`src/rtl/pe_host_seq.sv`:
```
// Host-side sequencer for a PE job. It streams 2*VECTOR_SIZE operand words into the
// shared BRAM, starts the PE, waits for completion or timeout, then returns the result word.
module pe_host_seq #(
  parameter int VECTOR_SIZE = 16,
  parameter int L_RAM_SIZE  = 4,
  parameter int TIMEOUT     = 4096
) (
  input  logic        aclk,
  input  logic        aresetn,
  input  logic [31:0] s_data,
  input  logic        s_valid,
  output logic        s_ready,
  output logic [31:0] m_result,
  output logic        m_valid,
  input  logic        m_ready,
  output logic        m_err,
  output logic        pe_start,
  input  logic        pe_done,
  output logic [31:0] BRAM_ADDR,
  output logic [31:0] BRAM_WRDATA,
  output logic [3:0]  BRAM_WE,
  input  logic [31:0] BRAM_RDDATA,
  output logic        busy
);

  localparam int WIDX_W = L_RAM_SIZE + 1;
  localparam int WCNT_W = $clog2(TIMEOUT + 1);
  localparam logic [WIDX_W-1:0] LAST_IDX  = WIDX_W'(2 * VECTOR_SIZE - 1);
  localparam logic [WCNT_W-1:0] WAIT_LAST = WCNT_W'(TIMEOUT - 1);

  typedef enum logic [2:0] {
    S_IDLE,
    S_FILL,
    S_START,
    S_WAIT,
    S_READ,
    S_CAPT,
    S_OUT
  } state_t;

  state_t              state_q, state_d;
  logic [WIDX_W-1:0]   word_idx_q, word_idx_d;
  logic [WCNT_W-1:0]   wait_cnt_q, wait_cnt_d;
  logic [31:0]         m_result_q, m_result_d;
  logic                m_err_q, m_err_d;
  logic                accept;

  assign s_ready = (state_q == S_IDLE) || (state_q == S_FILL);
  // Gating with aresetn keeps the BRAM write port quiet for the whole reset window.
  assign accept  = s_valid && s_ready && aresetn;

  always_comb begin
    state_d    = state_q;
    word_idx_d = word_idx_q;
    wait_cnt_d = wait_cnt_q;
    m_result_d = m_result_q;
    m_err_d    = m_err_q;
    case (state_q)
      S_IDLE: begin
        word_idx_d = '0;
        if (accept) begin
          word_idx_d = WIDX_W'(1);
          state_d    = S_FILL;
        end
      end
      S_FILL: begin
        if (accept) begin
          word_idx_d = word_idx_q + WIDX_W'(1);
          if (word_idx_q == LAST_IDX) state_d = S_START;
        end
      end
      S_START: begin
        wait_cnt_d = '0;
        state_d    = S_WAIT;
      end
      S_WAIT: begin
        // A done arriving on the last counted cycle still wins over the timeout.
        if (pe_done) begin
          state_d = S_READ;
        end else if (wait_cnt_q == WAIT_LAST) begin
          state_d    = S_OUT;
          m_result_d = 32'hFFFF_FFFF;
          m_err_d    = 1'b1;
        end else begin
          wait_cnt_d = wait_cnt_q + WCNT_W'(1);
        end
      end
      S_READ: state_d = S_CAPT;
      S_CAPT: begin
        m_result_d = BRAM_RDDATA;
        m_err_d    = 1'b0;
        state_d    = S_OUT;
      end
      S_OUT: begin
        if (m_ready) begin
          state_d    = S_IDLE;
          word_idx_d = '0;
        end
      end
      default: state_d = S_IDLE;
    endcase
  end

  always_ff @(posedge aclk) begin
    if (!aresetn) begin
      state_q    <= S_IDLE;
      word_idx_q <= '0;
      wait_cnt_q <= '0;
      m_result_q <= '0;
      m_err_q    <= 1'b0;
    end else begin
      state_q    <= state_d;
      word_idx_q <= word_idx_d;
      wait_cnt_q <= wait_cnt_d;
      m_result_q <= m_result_d;
      m_err_q    <= m_err_d;
    end
  end

  // Outside the fill phase the host port sits at address 0, which doubles as the result read.
  assign BRAM_WE     = accept ? 4'hF : 4'h0;
  assign BRAM_ADDR   = s_ready ? 32'({word_idx_q, 2'b00}) : 32'h0;
  assign BRAM_WRDATA = s_ready ? s_data : 32'h0;

  assign pe_start = aresetn && (state_q == S_START);
  assign m_valid  = aresetn && (state_q == S_OUT);
  assign busy     = (state_q != S_IDLE);
  assign m_result = m_result_q;
  assign m_err    = m_err_q;

endmodule
```
`config.mk`:
```
export PLATFORM = sky130hd
export DESIGN_NAME = pe_host_seq
export DESIGN_NICKNAME = d
export VERILOG_FILES = /design/src/rtl/pe_host_seq.sv
export SDC_FILE = /design/constraint.sdc
export NUM_CORES = 1
export LEC_CHECK = 0
export BUFFER_PORTS_ARGS = -buffer_cell sky130_fd_sc_hd__buf_2
export CAP_MARGIN = 20
export CORE_MARGIN = 8
export CORE_UTILIZATION = 40
export CTS_CLUSTER_SIZE = 40
export DETAILED_ROUTE_END_ITERATION = 10
export GPL_TIMING_DRIVEN = 0
export PLACE_DENSITY = 0.76
export SKIP_CTS_REPAIR_TIMING = 1
export SLEW_MARGIN = 20
export SYNTH_ARGS = -nofsm -noshare
export SYNTH_HDL_FRONTEND = slang
export SYNTH_SLANG_ARGS = --single-unit
```
`constraint.sdc`:
```
create_clock -name aclk -period 2.6 [get_ports aclk]
set_input_delay 0 -clock aclk [delete_from_list [all_inputs] [get_ports aclk]]
set_output_delay 0 -clock aclk [all_outputs]
set_load 0.005 [all_outputs]
```
### Word-level counts from Yosys, hierarchy flattened

Index checks and enable logic that the tools add are counted.

* flip-flop bits (word level): 54
* bits of input ports: 69
* logic and storage cells: 60

* reduce and logical (&&, ||, !) cells: 14
* $add $sub $neg: 2
* equal/unequal tests: 16
* muxes and demuxes: 23

Operator list (count)
* $mux 32: 3
* $pmux 32 s2: 1
* $mux 13: 2
* $pmux 13 s2: 1
* $pmux 3 s7: 1
* $mux 3: 6
* $pmux 5 s3: 1
* $add 13x1->13 const B: 1
* $eq 13x12->1 const B: 1
* $ne 2x2->1 const B: 6
* $mux 5: 2
* $eq 3x3->1 const B: 3
* $reduce_and 3->1: 3
* $mux 7: 1
* $eq 3x2->1 const B: 2
* $reduce_bool 3->1: 2
* $add 5x1->5 const B: 1
* $eq 5x5->1 const B: 1
* $reduce_and 5->1: 1
* $logic_and 1x1->1: 4
* $mux 4: 1
* $reduce_bool 2->1: 2
* $eq 3x1->1 const B: 1
* $logic_not 3->1: 1
* 5 further kinds: 7

### Logic depth before layout (Yosys ltp)

* depth in word-level cells: 6
* gate-level depth with buffers: 6

### Worst setup path before layout

Ideal clock, no wire load.

* kind: reg2reg
* start point: register wait_cnt_q[1]
* end point: register wait_cnt_q[10]
* buffers on the path: 1
* arrival: 1.726 ns
* data required time: 2.527 ns
* stages on the path, launching flop included: 7
* path slack: 0.801 ns
* cells stage by stage: dfxtp_1 > ha_1 > nand3_1 > or3b_1 > buf_2 > or4_1 > a21oi_1

* word-level cells in the longest chain between the ends: 4
* elaborated cells on any way between the ends: 7

RTL lines
* start, declared: RTL line 43 `logic [WCNT_W-1:0] wait_cnt_q, wait_cnt_d;`
* start signal, assigned: RTL line 114 `wait_cnt_q <= wait_cnt_d;`
* $add 13x1->13: RTL line 85 `wait_cnt_d = wait_cnt_q + WCNT_W'(1);`
* $mux 13: RTL line 80 `end else if (wait_cnt_q == WAIT_LAST) begin`
* $mux 13: RTL line 78 `if (pe_done) begin`
* $pmux 13 s2: RTL line 58 `case (state_q)`

Several ways; a longest one is shown, not always the timed one. The select of a mux whose other input is x is not followed.
A chain may end at the register's enable or synchronous reset.

### Worst setup path after layout

* start point: register state_q[1]
* end point: output BRAM_WE[0]

* word-level cells in the longest chain between the ends: 5
* elaborated cells on any way between the ends: 6

RTL lines
* start, declared: RTL line 41 `state_t state_q, state_d;`
* start signal, assigned: RTL line 112 `state_q <= state_d;`
* $eq 3x1->1 or $logic_not 3->1 (tied branches): RTL line 48 `assign s_ready = (state_q == S_IDLE) || (state_q == S_FILL);`
* $logic_or 1x1->1 *: RTL line 48
* $logic_and 1x1->1 * (2 in a row): RTL line 50 `assign accept = s_valid && s_ready && aresetn;`
* via accept: RTL line 46 `logic accept;`
* $mux 4 *: RTL line 121 `assign BRAM_WE = accept ? 4'hF : 4'h0;`
* end, declared: RTL line 21 `output logic [3:0] BRAM_WE,`

The timed path passes the listed nets; every way through them passes the cells marked *.

==> flow_summary.json <==
{
  "end_kind": "output port",
  "p_sw_share_pct": 24.4,
  "grt_pass1_wl_um": 13400,
  "viasPerCell": 4.99,
  "ys_seq_elements": 54,
  "drv_cap": 0,
  "start_kind": "flop",
  "yosysTopAreaCell": "dfxtp_1",
  "finalCriticalPeriod_ns": 2.02,
  "coreArea_um2": 6720,
  "fill_cells": 593,
  "finalHoldViolCount": 0,
  "synthCells": 303,
  "vias": 2967,
  "yosys-top-cells-area": "dfxtp_1 (39%), o221a_2 (10%), and2_1 (8.8%), buf_4 (8.4%), a21oi_1 (3.8%)",
  "post-route-period-util_pct": 77.7,
  "final_nets": 585,
  "p_clk_share_pct": 31.9,
  "setup_violations": 0,
  "drt-pass1-iter-count": 4,
  "io_buffers": 145,
  "grt_max_degree": 18,
  "synth-async-reset-ratio_pct": 0,
  "clkTransAtPathRegs_ns": 0.09,
  "p_int_mw": 1.19,
  "ir_drop_v": 0.000285,
  "slew_violations": 0,
  "dpl_worst_slack_ns": 0.642,
  "core.rowCount": 30,
  "track_usage_pct": 16.2,
  "crit_fanout": 10,
  "grt_pass1_vias": 2760,
  "drive_gt1_share_pct": 42.4,
  "clkSinkCount": 54,
  "syn2layout_area_growth_pct": 48.7,
  "root_buffer": "clkbuf_8",
  "synth.distinct_cells": 41,
  "fin_ws_ns": 0.579,
  "p_sw_mw": 0.383,
  "synth_top_flop_cell": "dfxtp_1",
  "power.density_nw_per_um2": 384,
  "cts.htree.levels": 2,
  "final_antenna_net_count": 0,
  "yosysSeqAreaShare_pct": 39.2,
  "seqPwrFrac_pct": 52.8,
  "hp-class": "in2reg",
  "outcome": "finished clean",
  "grt_setup_unrepaired": "false",
  "die-area_um2": 9810,
  "setup.worst_path.class": "reg2out",
  "num_io_pins": 174,
  "synth_top_area_share_pct": 39.2,
  "grt_overflow": 0,
  "worstMarginPinSlew_ns": 0.885,
  "routedWlPerCell_um": 15.6,
  "fmax_mhz": 495,
  "drt_iter0_drc": 122,
  "insertion_delay_ns": 0.31,
  "cts_tree": "yes",
  "clk_path_buf_depth": 2,
  "drc": 0,
  "gp_congestion": 0.847,
  "antennaDiodeCount": 0,
  "yosys_warnings": 0,
  "die_x_um": 99.0,
  "cts_inserted_buffers": 5,
  "antenna_found_initial": 0,
  "p_leak_nw": 1.96,
  "die_h_um": 99.0,
  "netlist_area_um2": 2760,
  "combPwrFrac_pct": 15.3,
  "avgSynthCellArea_um2": 9.10,
  "cp_data_arrival_time_ns": 2.02,
  "synth_edf_count": 0,
  "wl_um": 9280,
  "start_util_pct": 41.0,
  "cp.required_ns": 2.60,
  "hpwlAfterDp_um": 6680,
  "finalSetupTns_ns": 0,
  "slew_headroom_pct": 40.4,
  "fin_skew_ns": 0.00351
}
## cells in the final DEF (no fill, tap or decap), types with 6 or more instances in the layout
master / count
a21oi_1: 21
and2_1: 39
buf_2: 151
buf_4: 31
clkbuf_1: 15
clkbuf_8: 6
conb_1: 27
dfxtp_1: 54
dlygate4sd3_1: 32
inv_1: 6
nand2_1: 13
nand3_1: 8
o21ai_0: 10
o221a_1: 7
o221a_2: 25
o31ai_1: 8
or4_1: 9
## layer usage
| layer | share of wire [%] | global-route usage [%] |
|---|---|---|
| met5 | 0 | 0 |
| met4 | 1.3 | 4.49 |
| met3 | 5.5 | 4.65 |
| met2 | 52 | 27.8 |
| met1 | 41 | 19.1 |
## stage by stage
stage                     total power, mW  util, %  area, um2  hold slack, ns  std cells
after floorplan                     0.952        -       2860           0.110        329
after global placement               1.05     54.8       3680           0.272        554
after detailed placement             1.05     54.8       3680           0.274        554
after CTS                            1.54     56.3       3780         -0.0447        562
after global routing                 1.65     61.0       4100          0.0723        594
final                                1.57     61.0       4100          0.0380        594
## sequential cells by signal, summed over array words and instances (netlist names)
register / count
word_idx_q: 5
m_err: 1
wait_cnt_q: 13
m_result: 32
state_q: 3
## synthesized netlist by cell type (2+ instances only)
cell type	n
and3_1	5
inv_1	6
nor4_1	2
nand3_1	8
nand2_1	13
or3_1	3
o22a_1	2
nand4_1	5
o221a_1	7
nor3_1	3
buf_2	6
nand2b_1	4
dfxtp_1	54
o221a_2	25
o21a_1	2
o21ai_0	10
or4_1	9
o31ai_1	8
ha_1	3
clkbuf_1	15
a21oi_1	21
and2_1	39
nor2_1	5
buf_4	31
## worst paths after layout
kind,start,endpoint,slack [ns],depth (start not counted)
setup reg to reg,wait_cnt_q[1]$_SDFFE_PN0P_,wait_cnt_q[1]$_SDFFE_PN0P_,0.63,5
hold / removal,m_ready,state_q[2]$_SDFFE_PN0P_,0.04,4
hold reg to reg,wait_cnt_q[12]$_SDFFE_PN0P_,wait_cnt_q[12]$_SDFFE_PN0P_,0.47,2
setup / recovery,state_q[1]$_SDFFE_PN0P_,BRAM_WE[0],0.58,7
## layout make-up
| type | count | area [um2] | share of cell area (%) |
|---|---|---|---|
| clock inverters | 2 | 16.3 | 0.397 |
| plain buffers | 53 | 330 | 8.06 |
| repair buffers | 177 | 1050 | 25.5 |
| multi-input cells | 216 | 1420 | 34.7 |
| well taps | 80 | 100 | 2.44 |
| flip-flops and latches | 54 | 1080 | 26.4 |
| clock buffers | 6 | 82.6 | 2.01 |
| inverters | 6 | 22.5 | 0.549 |
## cell families (layout without fill, tap and decap cells)
group	count (synthesis)	in the layout	synth area share, %
other	1	27	0.136
AOI/OAI and AO/OA	85	85	24.9
DFF	54	54	39.2
adders and majority gates	3	3	1.36
buffers and inverters	59	244	12.8
and+or+nand+nor	101	101	21.6
## power by group through the flow
stage	Sequential (mW)	Combinational, mW	Clock, mW
after floorplan	0.850	0.102	0
after global placement	0.851	0.194	0
after global routing	0.833	0.265	0.553
after detailed placement	0.851	0.196	0
final	0.832	0.241	0.502
after CTS	0.832	0.197	0.516
## critical path, cell delays in order, from the launching register on
cell and delay, ns:
dfxtp_1 0.30, buf_2 0.17, or2_1 0.27, inv_1 0.19
clkbuf_1 0.29, and2_1 0.26, buf_4 0.13, buf_2 0.10
No activity file was read; power rests on OpenSTA's default activity.
